File: config.mk
export PLATFORM = sky130hd
export DESIGN_NAME = cpu_datapath
export DESIGN_NICKNAME = d
export VERILOG_FILES = /design/src/rtl/cpu_pkg.sv /design/src/rtl/cpu_alu.sv /design/src/rtl/cpu_datapath.sv
export SDC_FILE = /design/constraint.sdc
export NUM_CORES = 1
export LEC_CHECK = 0
export ABC_AREA = 0
export CORE_MARGIN = 2
export CORE_UTILIZATION = 40
export DETAILED_ROUTE_END_ITERATION = 12
export PLACE_DENSITY = 0.68
export SETUP_SLACK_MARGIN = 0.15
export SYNTH_ARGS = -nofsm -noshare
export SYNTH_HDL_FRONTEND = slang
export SYNTH_SLANG_ARGS = --single-unit
File: constraint.sdc
create_clock -name clk -period 10.6 [get_ports clk]
set_input_delay 1.59 -clock clk [delete_from_list [all_inputs] [get_ports clk]]
set_output_delay 1.59 -clock clk [all_outputs]
set_load 0.02 [all_outputs]
File: src/rtl/cpu_pkg.sv
// Shared constants for the accumulator CPU: ALU and bus codes, flag bit
// positions, default widths and the opcode map used by the control unit.
package cpu_pkg;

  localparam int DEF_DATA_W = 16;
  localparam int DEF_ADDR_W = 10;
  localparam int DEF_NREGS  = 16;

  typedef enum logic [3:0] {
    ALU_ADD  = 4'h0,
    ALU_SUB  = 4'h1,
    ALU_AND  = 4'h2,
    ALU_OR   = 4'h3,
    ALU_XOR  = 4'h4,
    ALU_NOT  = 4'h5,
    ALU_SHL  = 4'h6,
    ALU_SHR  = 4'h7,
    ALU_PASS = 4'h8
  } alu_op_e;

  typedef enum logic [2:0] {
    BUS_IR_ADDR = 3'd0,
    BUS_DR      = 3'd1,
    BUS_AC      = 3'd2,
    BUS_PC      = 3'd3,
    BUS_REG     = 3'd4,
    BUS_MEM     = 3'd5,
    BUS_ZERO    = 3'd6
  } bus_sel_e;

  // Bit positions inside FLAGS = {Z,N,C,V}
  localparam int FLAG_Z = 3;
  localparam int FLAG_N = 2;
  localparam int FLAG_C = 1;
  localparam int FLAG_V = 0;

  // Opcode field IR[15:12] as decoded by the control unit
  localparam logic [3:0] OP_NOP   = 4'h0;
  localparam logic [3:0] OP_LDA   = 4'h1;
  localparam logic [3:0] OP_STA   = 4'h2;
  localparam logic [3:0] OP_ADD   = 4'h3;
  localparam logic [3:0] OP_SUB   = 4'h4;
  localparam logic [3:0] OP_JMP   = 4'h5;
  localparam logic [3:0] OP_JZ    = 4'h6;
  localparam logic [3:0] OP_MOVR  = 4'h8;
  localparam logic [3:0] OP_HALT  = 4'hF;

  function automatic logic [3:0] ir_opcode(input logic [15:0] ir);
    return ir[15:12];
  endfunction

endpackage

File: src/rtl/cpu_alu.sv
// Combinational ALU: y = f(a, b) selected by alu_sel, plus {Z,N,C,V}.
module cpu_alu
  import cpu_pkg::*;
#(
  parameter int DATA_W = DEF_DATA_W
) (
  input  logic [DATA_W-1:0] a,
  input  logic [DATA_W-1:0] b,
  input  logic [3:0]        alu_sel,
  output logic [DATA_W-1:0] y,
  output logic [3:0]        flags
);

  logic [DATA_W:0] sum;
  logic            c;
  logic            v;

  // Operation select; SUB uses a + ~b + 1 so the carry-out is the no-borrow flag
  always_comb begin
    sum = '0;
    y   = '0;
    c   = 1'b0;
    v   = 1'b0;
    case (alu_sel)
      ALU_ADD: begin
        sum = {1'b0, a} + {1'b0, b};
        y   = sum[DATA_W-1:0];
        c   = sum[DATA_W];
        v   = (a[DATA_W-1] == b[DATA_W-1]) && (y[DATA_W-1] != a[DATA_W-1]);
      end
      ALU_SUB: begin
        sum = {1'b0, a} + {1'b0, ~b} + {{DATA_W{1'b0}}, 1'b1};
        y   = sum[DATA_W-1:0];
        c   = sum[DATA_W];
        v   = (a[DATA_W-1] != b[DATA_W-1]) && (y[DATA_W-1] != a[DATA_W-1]);
      end
      ALU_AND:  y = a & b;
      ALU_OR:   y = a | b;
      ALU_XOR:  y = a ^ b;
      ALU_NOT:  y = ~a;
      ALU_SHL: begin
        y = {a[DATA_W-2:0], 1'b0};
        c = a[DATA_W-1];
      end
      ALU_SHR: begin
        y = {1'b0, a[DATA_W-1:1]};
        c = a[0];
      end
      ALU_PASS: y = b;
      default:  y = '0;
    endcase
  end

  // Flag vector packing
  always_comb begin
    flags         = '0;
    flags[FLAG_Z] = (y == '0);
    flags[FLAG_N] = y[DATA_W-1];
    flags[FLAG_C] = c;
    flags[FLAG_V] = v;
  end

endmodule

File: src/rtl/cpu_datapath.sv
// Accumulator CPU datapath: PC/AR/IR/DR/AC/FLAGS, 16-entry register file,
// internal bus and ALU, all stepped by strobes from the control FSM.
module cpu_datapath
  import cpu_pkg::*;
#(
  parameter int DATA_W = DEF_DATA_W,
  parameter int ADDR_W = DEF_ADDR_W,
  parameter int NREGS  = DEF_NREGS
) (
  input  logic              clk,
  input  logic              rst,
  input  logic              IR_Load,
  input  logic              DR_Load,
  input  logic              PC_Load,
  input  logic              AR_Load,
  input  logic              AC_Load,
  input  logic              FLAGS_Load,
  input  logic              AC_Inc,
  input  logic              PC_Inc,
  input  logic              DR_Inc,
  input  logic              write_en,
  input  logic [3:0]        alu_sel,
  input  logic [2:0]        bus_sel,
  input  logic [3:0]        reg_sel,
  input  logic [3:0]        reg_write_sel,
  input  logic              reg_we,
  input  logic [DATA_W-1:0] mem_rdata,
  output logic [ADDR_W-1:0] mem_addr,
  output logic [DATA_W-1:0] mem_wdata,
  output logic              mem_we,
  output logic [15:0]       IR_Value,
  output logic [3:0]        FLAGS_Value,
  output logic [DATA_W-1:0] AC_Value,
  output logic [ADDR_W-1:0] PC_Value
);

  logic [ADDR_W-1:0] pc;
  logic [ADDR_W-1:0] ar;
  logic [15:0]       ir;
  logic [DATA_W-1:0] dr;
  logic [DATA_W-1:0] ac;
  logic [3:0]        flags;
  logic [DATA_W-1:0] regs [NREGS];

  logic [DATA_W-1:0] bus;
  logic [DATA_W-1:0] alu_y;
  logic [3:0]        alu_flags;

  cpu_alu #(.DATA_W(DATA_W)) u_alu (
    .a       (ac),
    .b       (dr),
    .alu_sel (alu_sel),
    .y       (alu_y),
    .flags   (alu_flags)
  );

  // Internal bus source mux; narrow sources are zero-extended
  always_comb begin
    bus = '0;
    case (bus_sel)
      BUS_IR_ADDR: bus[ADDR_W-1:0] = ir[ADDR_W-1:0];
      BUS_DR:      bus = dr;
      BUS_AC:      bus = ac;
      BUS_PC:      bus[ADDR_W-1:0] = pc;
      BUS_REG:     bus = regs[reg_sel];
      BUS_MEM:     bus = mem_rdata;
      default:     bus = '0;
    endcase
  end

  // Architectural registers; Load takes priority over Inc
  always_ff @(posedge clk) begin
    if (!rst) begin
      pc    <= '0;
      ar    <= '0;
      ir    <= '0;
      dr    <= '0;
      ac    <= '0;
      flags <= '0;
    end else begin
      if (AR_Load) ar <= bus[ADDR_W-1:0];

      if (PC_Load)     pc <= bus[ADDR_W-1:0];
      else if (PC_Inc) pc <= pc + ADDR_W'(1);

      if (IR_Load) ir <= mem_rdata[15:0];

      // With the register source selected the bus carries R[reg_sel]
      if (DR_Load)     dr <= (bus_sel == BUS_REG) ? bus : mem_rdata;
      else if (DR_Inc) dr <= dr + DATA_W'(1);

      if (AC_Load)     ac <= alu_y;
      else if (AC_Inc) ac <= ac + DATA_W'(1);

      if (FLAGS_Load) flags <= alu_flags;
    end
  end

  // Register file write port; stores the pre-edge accumulator
  always_ff @(posedge clk) begin
    if (!rst) begin
      for (int i = 0; i < NREGS; i++) regs[i] <= '0;
    end else if (reg_we) begin
      regs[reg_write_sel] <= ac;
    end
  end

  assign mem_addr    = ar;
  assign mem_wdata   = ac;
  assign mem_we      = write_en;
  assign IR_Value    = ir;
  assign FLAGS_Value = flags;
  assign AC_Value    = ac;
  assign PC_Value    = pc;

endmodule
=== After elaboration in Yosys (flattened, before gate mapping) ===
Memories as Yosys holds them, arrays and structs flattened.
Cells that the tools add are included.

* Bits in registers: 72
* RAM bits: 256
* Input bits: 44
* Output and inout bits: 73
* Word-level logic and storage cells: 62
* Memories: 1

* Add/subtract/negate cells: 6
* Equality and inequality tests: 17
* Mux-type cells: 18
* Bitwise logic cells: 5
* Reductions and logical operators: 9

{| class="wikitable"
|+ Memories
! name !! depth !! width !! rd ports !! clocked after memory_dff !! write ports !! line !! source
|-
| regs || 16 || 16 || 1 || 0 || 16 || cpu_datapath.sv:43 || <nowiki>logic [DATA_W-1:0] regs [NREGS];</nowiki>
|}

{| class="wikitable"
|+ Operators by type and width
! kind !! number
|-
| $pmux 16 s9 || 1
|-
| $mux 16 || 6
|-
| $pmux 10 s6 || 1
|-
| $add 16x16->17 || 2
|-
| $add 16x1->16 const B || 2
|-
| $not 16->16 || 2
|-
| $mux 10 || 2
|-
| $add 17x1->17 const B || 1
|-
| $and 16x16->16 || 1
|-
| $eq 4x3->1 const B || 4
|-
| $logic_not 16->1 || 1
|-
| $or 16x16->16 || 1
|-
| $reduce_or 16->1 || 1
|-
| $xor 16x16->16 || 1
|-
| $add 10x1->10 const B || 1
|-
| $eq 4x2->1 const B || 2
|-
| $eq 3x2->1 const B || 2
|-
| $eq 3x3->1 const B || 2
|-
| $reduce_bool 2->1 || 3
|-
| $mux 1 || 5
|-
| $eq 4x1->1 const B || 1
|-
| $eq 4x4->1 const B || 1
|-
| $logic_not 4->1 || 1
|-
| $mux 4 || 1
|-
| 7 further kinds || 10
|}

=== Depth between registers and ports, before layout ===
Gate-level depths: netlist of run 1.

* Depth after elaboration: 6
* Mapped depth: 14
* Gate-level depth less buffers: 13

=== Cells and area by module ===
Synthesis of run 1 repeated with hierarchy kept, for this count alone.

* Cells, all modules: 1636
* Area total of the unflattened synthesis: 18601.6 µm²

{| class="wikitable"
|+ By module, submodules not included
! module !! instances !! cells each !! area an instance (µm²) !! sequential area each (µm²)
|-
| cpu_datapath || 1 || 1198 || 15564.9 || 9128.8
|-
| cpu_alu || 1 || 438 || 3036.7 || 0.0
|}

=== Least setup slack after synthesis of run 1 ===
No wires, ideal clock.

* Kind: input -> register
* From: input port reg_write_sel[1]
* To: memory regs[0][0] in the netlist's numbering, enable pin
* Setup time: 0.414 ns
* Arrival: 3.548 ns
* Required time: 10.186 ns
* Path slack: 6.638 ns
* Stages: 4
* Path buffers: 2
* Cells stage by stage: or3_1 clkbuf_1 clkbuf_1 o31ai_1

{| class="wikitable"
|+ RTL lines
! element !! line !! source
|-
| from (decl) || cpu_datapath.sv:25 || <nowiki>input logic [3:0] reg_write_sel,</nowiki>
|-
| to (decl) || cpu_datapath.sv:43 ||
|}

=== Worst setup path in the final report of run 1 ===
* From: input port alu_sel[1]
* To: register flags[3] (netlist: FLAGS_Value[3])

* Longest elaborated chain between the ends: 3
* Elaborated cells between the ends (all ways): 11
* Classes of those cells: 8 x eq/ne; 1 x mux; 2 x reduce/logical

{| class="wikitable"
|+ Ends and longest elaborated chain
! element !! line !! source
|-
| from (decl) || cpu_datapath.sv:22 || <nowiki>input logic [3:0] alu_sel,</nowiki>
|-
| $eq 4x4->1 (tied with other cells) || cpu_alu.sv:24 || <nowiki>case (alu_sel)</nowiki>
|-
| $pmux 16 s9 * || cpu_alu.sv:24 ||
|-
| $logic_not 16->1 * || cpu_alu.sv:57 || <nowiki>flags[FLAG_Z] = (y == '0);</nowiki>
|-
| to (signal assigned) || cpu_datapath.sv:95 || <nowiki>if (FLAGS_Load) flags <= alu_flags;</nowiki>
|-
| to (decl) || cpu_datapath.sv:42 || <nowiki>logic [3:0] flags;</nowiki>
|}

Every way passes the cells marked *; elsewhere a longest branch is shown, timed or not.
A chain may end at the register's enable or synchronous reset.

==> impl_results.md, run 1 <==
* Outcome: completed
* Quantity of hold-fixing buffers added after cts at 0
* Antenna violations before repair at 0
* Worst VDD drop at between 0.00009 and 0.0001 V
* Via Count at ~14,000
* Port buffer count at 114
* Largest net degree at the start of global routing at 72
* Fmax at a little under 200 MHz
* Yosys reg bits at approximately 330
* Crit path max fanout at 18
* CTS tree: built
* WP data required at 11,090 ps
* Vias in the first global route at between 10,000 and 15,000
* Worst hold-check path type: register to register
* CP endpoint kind: register
* Clk_skew at 18.5 ps
* Dpl ws at 5050 ps
* Max-cap viol count at 0
* Drt drc at 0
* Top cells by area, synth: edfxtp_1 (42%), mux4_2 (11%), dfxtp_1 (7.9%), nor3_1 (5.7%), ha_1 (3.5%)
* DRT antenna net count at 0
* GRT Total Usage at roughly a quarter
* Area Growth Syn to Fin at 14.4%
* Reg-to-reg critical path startpoint: AC_Value[4]
* Setup_tns at 0 ps
* Die height at between 200 and 250 um
* Syn. warnings at 0
* Final Slew Violations at 0
* RSZ-0062 raised after global routing: false
* Critical Path Start: alu_sel[1]
* Syn nets at ~1,700
* Post CTS Setup Buffer Count at 0
* Core Region at 45,300 um^2
* Crit Path Class: input pin to register
* Initial detailed-routing violation count at around 1,800
* Die width at 218 um
* Worst-skew pair later-pin latency at roughly 560 ps
* Ant diodes at 0
* Clk Tree Root Cell: clkbuf_16
* Clock-pin slew of the registers on the worst-case setup and hold paths at ~50 ps
* Ys async rst share at 0%
* Clock sink count at roughly 330
* Nets at between 1,500 and 2,000
* Synth Area per Inst at between 10 and 15 um^2
* Top Layer Used: met4
* Least-Margin Pin Slew at between 1000 and 1500 ps
* Layout cells sized above 1 at between 10 and 15%
* Post-Route Utilization at between 40% and 50%
* Setup WS post-layout at approximately 5500 ps
* Hold Startpoint: FLAGS_Value[0]
* Avg Vias per Cell at 6.33
* Met3 wire len at ~4700 um
* Met1 WL at 24,100 um
* Critical Path AT at 5580 ps
* # fillers at 4,094
* Final setup violation count at 0
* Drt wl/cell at around 26 um
* Post-synth top area cell: edfxtp_1
* Total iterations of the first detailed-routing run at 5
* Max Root-Sink Buffers at 3
* Power Dens Cells at approximately 160 nW/um^2
* Multi-input gate area at 8240 um^2
* Top FF cell, synth: edfxtp_1
* Hold Vio Cnt, Final at 0
* GR Overflow Total at 0
* First-pass GRT wire length at around 87,000 um
* Reg area at approximately 9100 um^2
* Total CTS buffers at 37
* Crit share post-route at between 40% and 50%
* Post-synthesis sequential area ratio at 49.9%
* H-Tree Depth at 2
* Synthesized instance count at ~1,600
* Period minus WS final at ~5100 ps
* Yosys cell types at 85
* DR WL met2 at between 20,000 and 30,000 um
* Area of the mapped netlist at ~18,000 um^2
* Worst setup SP type: input pin
* Synth top area share at about 42%
* Max_slew headroom at 18.1%
* Die Footprint at 47,400 um^2
* Initial Util at between 40 and 50%
* Post-DP HPWL at between 30,000 and 40,000 um
* CTS resizes at 0
* I/O Pins at 117
* Finished Layout Cells at ~2,200
* Power, Total at 3.31 mW
* Placer Congestion at about 0.94
* Post-synth EDFFs at approximately 260
* Placed Cells at between 2,000 and 2,500
* Total routed wirelength at 58,100 um
* Site Rows at 78
* Leak Pwr at approximately 6.9 nW
cells in the final DEF (no fill, tap or decap), types with 6 or more instances in the layout:
master,count
a211oi_1,45
a21oi_1,51
a221o_1,9
a221oi_1,10
a22oi_1,9
a311oi_1,12
a31oi_1,6
and3_1,11
buf_4,44
clkbuf_16,38
clkdlybuf4s50_1,109
clkinv_1,24
dfxtp_1,72
edfxtp_1,256
ha_1,51
inv_1,34
mux2_2,7
mux2i_1,24
mux4_2,86
nand2_1,61
nand3_1,30
nand4_1,13
nor2_1,103
nor2b_1,27
nor3_1,207
nor4_1,71
o211ai_1,7
o21a_1,6
o21ai_0,37
o21ai_2,12
o221ai_1,6
o22ai_1,6
xnor2_1,36
final timing paths:
kind / cells past startpoint / to / slack, ps
worst max-delay path: 9 / FLAGS_Value[3] / 5510
worst max register to register: 11 / FLAGS_Value[3] / 5700
worst min-delay path: 2 / FLAGS_Value[0] / 490
worst min register to register: 2 / FLAGS_Value[0] / 490
per-stage QoR:
| stage | hold WS [ps] | instance area (um^2) |
|---|---|---|
| 5_1_grt | 524 | 20900 |
| 2_1_floorplan | 557 | 18300 |
| 4_1_cts | 497 | 20900 |
| 3_3_place_gp | 473 | 19800 |
| 3_5_place_dp | 486 | 19800 |
| 6_report | 490 | 20900 |
logic make-up after synthesis:
kind of cell | synth area share [%]
muxes | 12.3
adders and majority gates | 3.71
and+or+nand+nor | 15.9
xor gates and xnor gates | 1.92
buffers and inverters | 5.74
DFF | 49.9
AOI/OAI and AO/OA | 10.4
critical path: stages:
cell and delay, ps:
clkdlybuf4s50_1 950, inv_1 310, nand3_1 720, o22ai_1 190
a2111oi_0 650, and4_1 340, and4_1 250, nor4bb_1 350
a32o_1 210
area by class of cell:
type	count	share of cell area [%]
Clock inverter	22	0.868
Multi-Input combinational cell	1045	39.4
Clock buffer	43	4.64
Inverter	50	0.898
Timing Repair Buffer	157	6.90
Sequential cell	328	43.7
Tap cell	600	3.59
report_power, final:
part | leakage [nW] | internal [mW] | switching [mW]
Clock | 0.556 | 0.707 | 0.537
Combinational | 3.10 | 0.212 | 0.361
Sequential | 3.25 | 1.44 | 0.0492
metal layers:
metal	up-vias	GRT usage, %
met1	7126	33.1
met2	749	39.2
met4	0	9.48
met5	-	0
li1	6221	-
met3	124	3.97
flip-flops by register name, indices dropped and copies added, names as in the netlist:
name,flops
mem_addr,10
FLAGS_Value,4
dr,16
IR_Value,16
regs,256
AC_Value,16
PC_Value,10
cells in the mapped netlist, types with 19 or more instances:
master    number
nand2_1       63
ha_1          51
inv_1         34
o21ai_0       49
dfxtp_1       72
clkbuf_1     131
a21oi_1       51
mux2i_1       24
nor4_1        71
nor2b_1       27
edfxtp_1     256
nor2_1       103
a211oi_1      45
mux4_2        86
buf_1         20
buf_4         19
xnor2_1       36
nand3_1       30
nor3_1       207
(Power assumes the default switching activity.)
==> run 2, diff against run 1 <==
--- a/config.mk
+++ b/config.mk
@@ -9,7 +9,7 @@
 export CORE_MARGIN = 2
 export CORE_UTILIZATION = 40
 export DETAILED_ROUTE_END_ITERATION = 12
-export PLACE_DENSITY = 0.68
+export PLACE_DENSITY = 0.7
 export SETUP_SLACK_MARGIN = 0.15
 export SYNTH_ARGS = -nofsm -noshare
 export SYNTH_HDL_FRONTEND = slang
==> constraint.sdc (replaced) <==
create_clock -name clk -period 4.5 [get_ports clk]
set_input_delay 0.675 -clock clk [delete_from_list [all_inputs] [get_ports clk]]
set_output_delay 0.675 -clock clk [all_outputs]
set_load 0.02 [all_outputs]
==> run 2 against run 1 <==
First-iteration DRC count rose by 9.1%. Sequential cell count did not move. Register-to-register slack lost 5000 ps. Critical endpoint unchanged. Cell area rose by 1.6%. Total power increased by 140%. Largest cell class unchanged. Via count rose by 2.3%.
==> impl_results.md, run 2 (synthesis gave the netlist of run 1 again) <==
* Outcome: completed
* Die width at around 220 um
* Hold Vio Cnt, Final at 0
* Die Footprint at between 40,000 and 50,000 um^2
* Nets at ~1,800
* Port buffer count at around 110
* Via Count at roughly 15,000
* Final setup violation count at 0
* I/O Pins at 117
* Drt wl/cell at about 26 um
* First-pass GRT wire length at roughly 90,000 um
* Max incr delay on CP at 500 ps
* Least-Margin Pin Slew at about 1200 ps
* Critical Path AT at between 4000 and 5000 ps
* Leading cell type in the layout, fill and taps excluded: edfxtp_1
* Max stage delay cell, worst path: a211oi_1
* Ant diodes at 0
* Worst-skew pair later-pin latency at approximately 580 ps
* Crit share post-route at a little over four fifths
* Antenna violations before repair at 1
* Most frequent cells in the layout: edfxtp_1 (256), nor3_1 (207), clkdlybuf4s50_1 (109), nor2_1 (103), mux4_2 (86)
* Top reg by flops: regs
* Fin Hold WS at 481 ps
* Period minus WS final at between 3000 and 4000 ps
* Worst setup SP type: register
* Initial Util at about two fifths
* Final Slew Violations at 0
* Worst VDD drop at around 0.00025 V
* Max-cap viol count at 0
* Total routed wirelength at about 59,000 um
* Setup_tns at 0 ps
* Clock-pin slew of the registers on the worst-case setup and hold paths at 60 ps
* Dpl ws at 535 ps
* Post-DP HPWL at 40,700 um
* CTS resizes at 0
* Initial detailed-routing violation count at between 2,000 and 2,500
* Post CTS Setup Buffer Count at 0
* Layout cells sized above 1 at between 15 and 20%
* Die height at roughly 220 um
* Vias in the first global route at around 14,000
* Placer Congestion at 0.942
* Leak Pwr at just over 7 nW
* Setup WS post-layout at around 720 ps
* CP endpoint kind: register
* DRT antenna net count at 0
* Fmax at roughly 260 MHz
* Drt drc at 0
* Worst reg-to-reg setup slack at approximately 720 ps
* Clk_skew at ~32 ps
* H-Tree Depth at 2
* Clock sink count at 328
* Worst hold-check path type: register to register
* Power Dens Cells at between 300 and 400 nW/um^2
* Quantity of hold-fixing buffers added after cts at 0
* Crit path max fanout at 6
* Crit Path Class: register to register
* Max_slew headroom at around 21%
* Max reg flops at approximately 260
* Max Root-Sink Buffers at 3
* Area Growth Syn to Fin at 16.2%
* Worst reg2reg path depth at 13
* WHS Path Cells at 2
* WP data required at between 4000 and 5000 ps
* GRT Total Usage at about a quarter
* Clk Tree Root Cell: clkbuf_16
* Total CTS buffers at 37
* GR Overflow Total at 0
* Core Region at between 40,000 and 50,000 um^2
* Largest net degree at the start of global routing at between 60 and 70
* Worst-path cell chain: buf_4 > ha_1 > inv_1 > fa_1 > nor2b_1 > o21ai_0 > a211oi_1 > or2_2 > nand3_1 > a31oi_1 > and4_1 > nor4bb_1 > a32o_1
* Site Rows at 78
* CTS tree: built
* Avg Vias per Cell at 6.36
* Total iterations of the first detailed-routing run at 7
* RSZ-0062 raised after global routing: false
==> run 2: cell types whose count changed in the layout (fill, tap and decap cells not counted) <==
cell,before,now
buf_4,44,80
buf_12,0,4
clkinv_2,4,0
inv_6,0,3
clkbuf_8,0,2
nor4b_2,1,3
nor4b_4,2,0
clkbuf_16,38,37
clkinv_1,24,25
clkinv_8,1,0
clkinvlp_2,0,1
clkinvlp_4,2,1
inv_8,0,1
==> run 2: cell type report <==
cell class | count | area, um^2
tap | 600 | 751
inverter | 50 | 188
multi-input combinational | 1045 | 8230
fill | 4127 | 24000
clock buffer | 44 | 972
clock inverter | 22 | 184
sequential | 328 | 9130
timing repair buffer | 197 | 1790
==> run 2: path summary, 6_finish.rpt <==
check | from | end
max reg2reg | AC_Value[0] | FLAGS_Value[3]
min reg2reg | mem_addr[2] | mem_addr[2]
min | mem_addr[2] | mem_addr[2]
max | AC_Value[0] | FLAGS_Value[3]
==> run 2: metal layers <==
layer / up-vias / GRT usage (%) / part of all wire [%]
li1: 6321 / - / -
met1: 7265 / 33.5 / 39
met2: 836 / 40.4 / 47
met3: 124 / 4.90 / 10
met4: 2 / 9.09 / 3.4
met5: - / 0 / 0.019
==> run 2: worst max-delay path: cells and delay by family (launching register included) <==
family,cells,cell delay (ps)
buffers and inverters,2,290
flip-flops,1,450
AO/OA/AOI/OAI,4,1170
adder cells (fa/ha/maj),2,730
AND/OR/NAND/NOR,5,1060
==> run 2: where the power goes <==
group | internal, mW | switching [mW] | total, mW | leakage [nW]
combinational | 0.537 | 0.902 | 1.44 | 3.29
clock | 1.67 | 1.27 | 2.95 | 0.557
sequential | 3.40 | 0.0954 | 3.49 | 3.25
total | 5.60 | 2.27 | 7.88 | 7.10
==> run 2: stage by stage <==
stage | cells | power (mW) | util, % | area (um^2)
2_1_floorplan | 1615 | 4.41 | - | 18300
3_3_place_gp | 2220 | 4.96 | 44.4 | 20100
3_5_place_dp | 2220 | 4.97 | 44.4 | 20100
4_1_cts | 2286 | 7.89 | 46.9 | 21200
5_1_grt | 2286 | 8.12 | 46.9 | 21200
6_report | 2286 | 7.88 | 46.9 | 21200
==> run 3, diff against run 2 <==
--- a/config.mk
+++ b/config.mk
@@ -9,7 +9,7 @@
 export CORE_MARGIN = 2
 export CORE_UTILIZATION = 40
 export DETAILED_ROUTE_END_ITERATION = 12
-export PLACE_DENSITY = 0.7
+export PLACE_DENSITY = 0.68
 export SETUP_SLACK_MARGIN = 0.15
 export SYNTH_ARGS = -nofsm -noshare
 export SYNTH_HDL_FRONTEND = slang
==> constraint.sdc (replaced) <==
create_clock -name clk -period 3.55 [get_ports clk]
set_input_delay 0.5325 -clock clk [delete_from_list [all_inputs] [get_ports clk]]
set_output_delay 0.5325 -clock clk [all_outputs]
set_load 0.02 [all_outputs]
==> run 3 against run 2 <==
Sequential share of layout area is 1.4 points lower. Non-clock buffer count grew 82. Total power up 29%. Clock skew decreased by 13 ps. Core utilization up 1.6 points. Cell area is 3.4% higher.
==> impl_results.md, run 3 (synthesis gave the netlist of run 1 again) <==
* Outcome: completed
* GR Overflow Total at 0
* Clock sink count at ~330
* Placed inst area at 20,700 um^2
* Total iterations of the first detailed-routing run at 6
* Period minus WS final at 3280 ps
* Avg Vias per Cell at a little over 6
* Fin Hold WS at between 400 and 500 ps
* Worst reg2reg path depth at 12
* Max Root-Sink Buffers at 3
* Die width at 218 um
* Max stage delay cell, worst path: ha_1
* Drt wl/cell at approximately 24 um
* Die Footprint at ~47,000 um^2
* Critical Path Start: AC_Value[6]
* I/O Pins at roughly 120
* Initial detailed-routing violation count at 1,565
* Power Dens Cells at about 460 nW/um^2
* Worst reg-to-reg setup slack at between 200 and 300 ps
* Vias in the first global route at 14,300
* Crit path max fanout at 5
* H-Tree Depth at 2
* Clk Tree Root Cell: clkbuf_16
* Worst setup SP type: register
* Most frequent cells in the layout: edfxtp_1 (256), nor3_1 (207), buf_4 (159), clkdlybuf4s50_1 (109), nor2_1 (102)
* Clock-pin slew of the registers on the worst-case setup and hold paths at 70 ps
* DRT antenna net count at 0
* Hold Vio Cnt, Final at 0
* Via Count at between 10,000 and 15,000
* Max incr delay on CP at 440 ps
* Initial Util at 40.4%
* Drt drc at 0
* Least-Margin Pin Slew at roughly 1100 ps
* First-pass GRT wire length at 87,300 um
* Port buffer count at ~110
* Antenna violations before repair at 0
* Sequential power share at a little over two fifths
* Largest net degree at the start of global routing at 69
* Clock network power share at between 30% and 40%
* CP endpoint kind: register
* Total CTS buffers at 37
* Crit Path Class: register to register
* Power, Total at ~10 mW
* Worst-path cell chain: clkinv_1 > ha_1 > buf_4 > o21a_1 > nor2_2 > a21oi_1 > a221o_1 > a221o_1 > a21oi_1 > and3_1 > nor4bb_4 > a32o_1
* Fmax at 305 MHz
* Max reg flops at ~260
* Final setup violation count at 0
* Worst R2R End: FLAGS_Value[3]
* Setup_tns at 0 ps
* Total routed wirelength at roughly 57,000 um
* Leading cell type in the layout, fill and taps excluded: edfxtp_1
* Worst-skew pair later-pin latency at roughly 550 ps
* Die height at 218 um
* Crit share post-route at around 90%
* Max_slew headroom at 23.3%
* Post-DP HPWL at 40,400 um
* Critical Path AT at 3760 ps
* Final Slew Violations at 0
* Max-cap viol count at 0
* Final Cell Area at around 22,000 um^2
* Top reg by flops: regs
* Layout cells sized above 1 at between 20% and 30%
* CTS tree: built
* Core Region at between 40,000 and 50,000 um^2
* CP Capture Point: FLAGS_Value[3]
* Nets at roughly 1,800
* Quantity of hold-fixing buffers added after cts at 0
* Clk_skew at 19.2 ps
* Area Growth Syn to Fin at 20.2%
* GRT Total Usage at a little under a quarter
* RSZ-0062 raised after global routing: false
* Net Switching at about 2.9 mW
* Pint at ~7.3 mW
* Leak Pwr at 7.53 nW
* Worst hold-check path type: register to register
* Reg-to-reg critical path startpoint: AC_Value[6]
* Site Rows at 78
* WP data required at between 4000 and 5000 ps
* Worst VDD drop at roughly 0.00034 V
* Combinational share of power at between 15 and 20%
* Switching portion of total power at between 20 and 30%
* Placer Congestion at roughly 1.0
run 3: final cells by class:
type | count | area, um^2
antenna | 1 | 2.50
clock inverter | 13 | 144
sequential | 328 | 9140
clock buffer | 53 | 1030
tap | 600 | 751
timing repair buffer | 279 | 2440
inverter | 50 | 189
multi-input combinational | 1045 | 8260
fill | 4056 | 23300
run 3: worst max-delay path, delay by kind of cell (launching register included):
| family | cells | cell delay (ps) |
|---|---|---|
| flops | 1 | 330 |
| fa+ha+maj | 1 | 440 |
| simple gates | 3 | 700 |
| buf+inv | 2 | 350 |
| compound gates | 6 | 1400 |
run 3: worst min-delay path by stage:
stage / start / to / slack, ps / cells after the start
finish: mem_addr[7] / mem_addr[7] / 490 / 2
global route: mem_addr[0] / mem_addr[0] / 510 / 2
CTS: mem_addr[7] / mem_addr[7] / 490 / 2
detailed placement: mem_addr[7] / mem_addr[7] / 480 / 2
global placement: mem_addr[0] / mem_addr[0] / 480 / 2
floorplan: mem_addr[0] / mem_addr[0] / 560 / 2
run 3: timing repair:
item / CTS / global route
buffers inserted: 0 / 1
endpoints found under the setup margin: 1 / 3
pin swaps: 0 / 1
resized for setup: 2 / 12
run 3: per-layer routing:
layer | GRT usage (%) | share of wire, % | wire, um
met5 | 0 | 0 | 0
met3 | 3.75 | 7.8 | 4490
met1 | 31.1 | 40 | 22900
met4 | 7.91 | 3.1 | 1770
met2 | 40.9 | 49 | 28200
run 3: per-stage QoR:
stage | setup slack (ps) | std cells | utilization [%]
after global placement | 3.28 | 2301 | 45.8
after floorplan | 158 | 1615 | -
final | 273 | 2369 | 48.5
after global routing | 152 | 2368 | 48.5
after detailed placement | 22.6 | 2301 | 45.8
after CTS | 163 | 2367 | 48.4
run 3: power by group through the flow:
stage	clock network (mW)	logic, mW	registers [mW]
global route	3.96	2.10	4.42
floorplan	0	1.06	4.53
CTS	3.80	1.94	4.41
global placement	0	1.92	4.48
detailed placement	0	1.92	4.48
finish	3.77	1.97	4.41
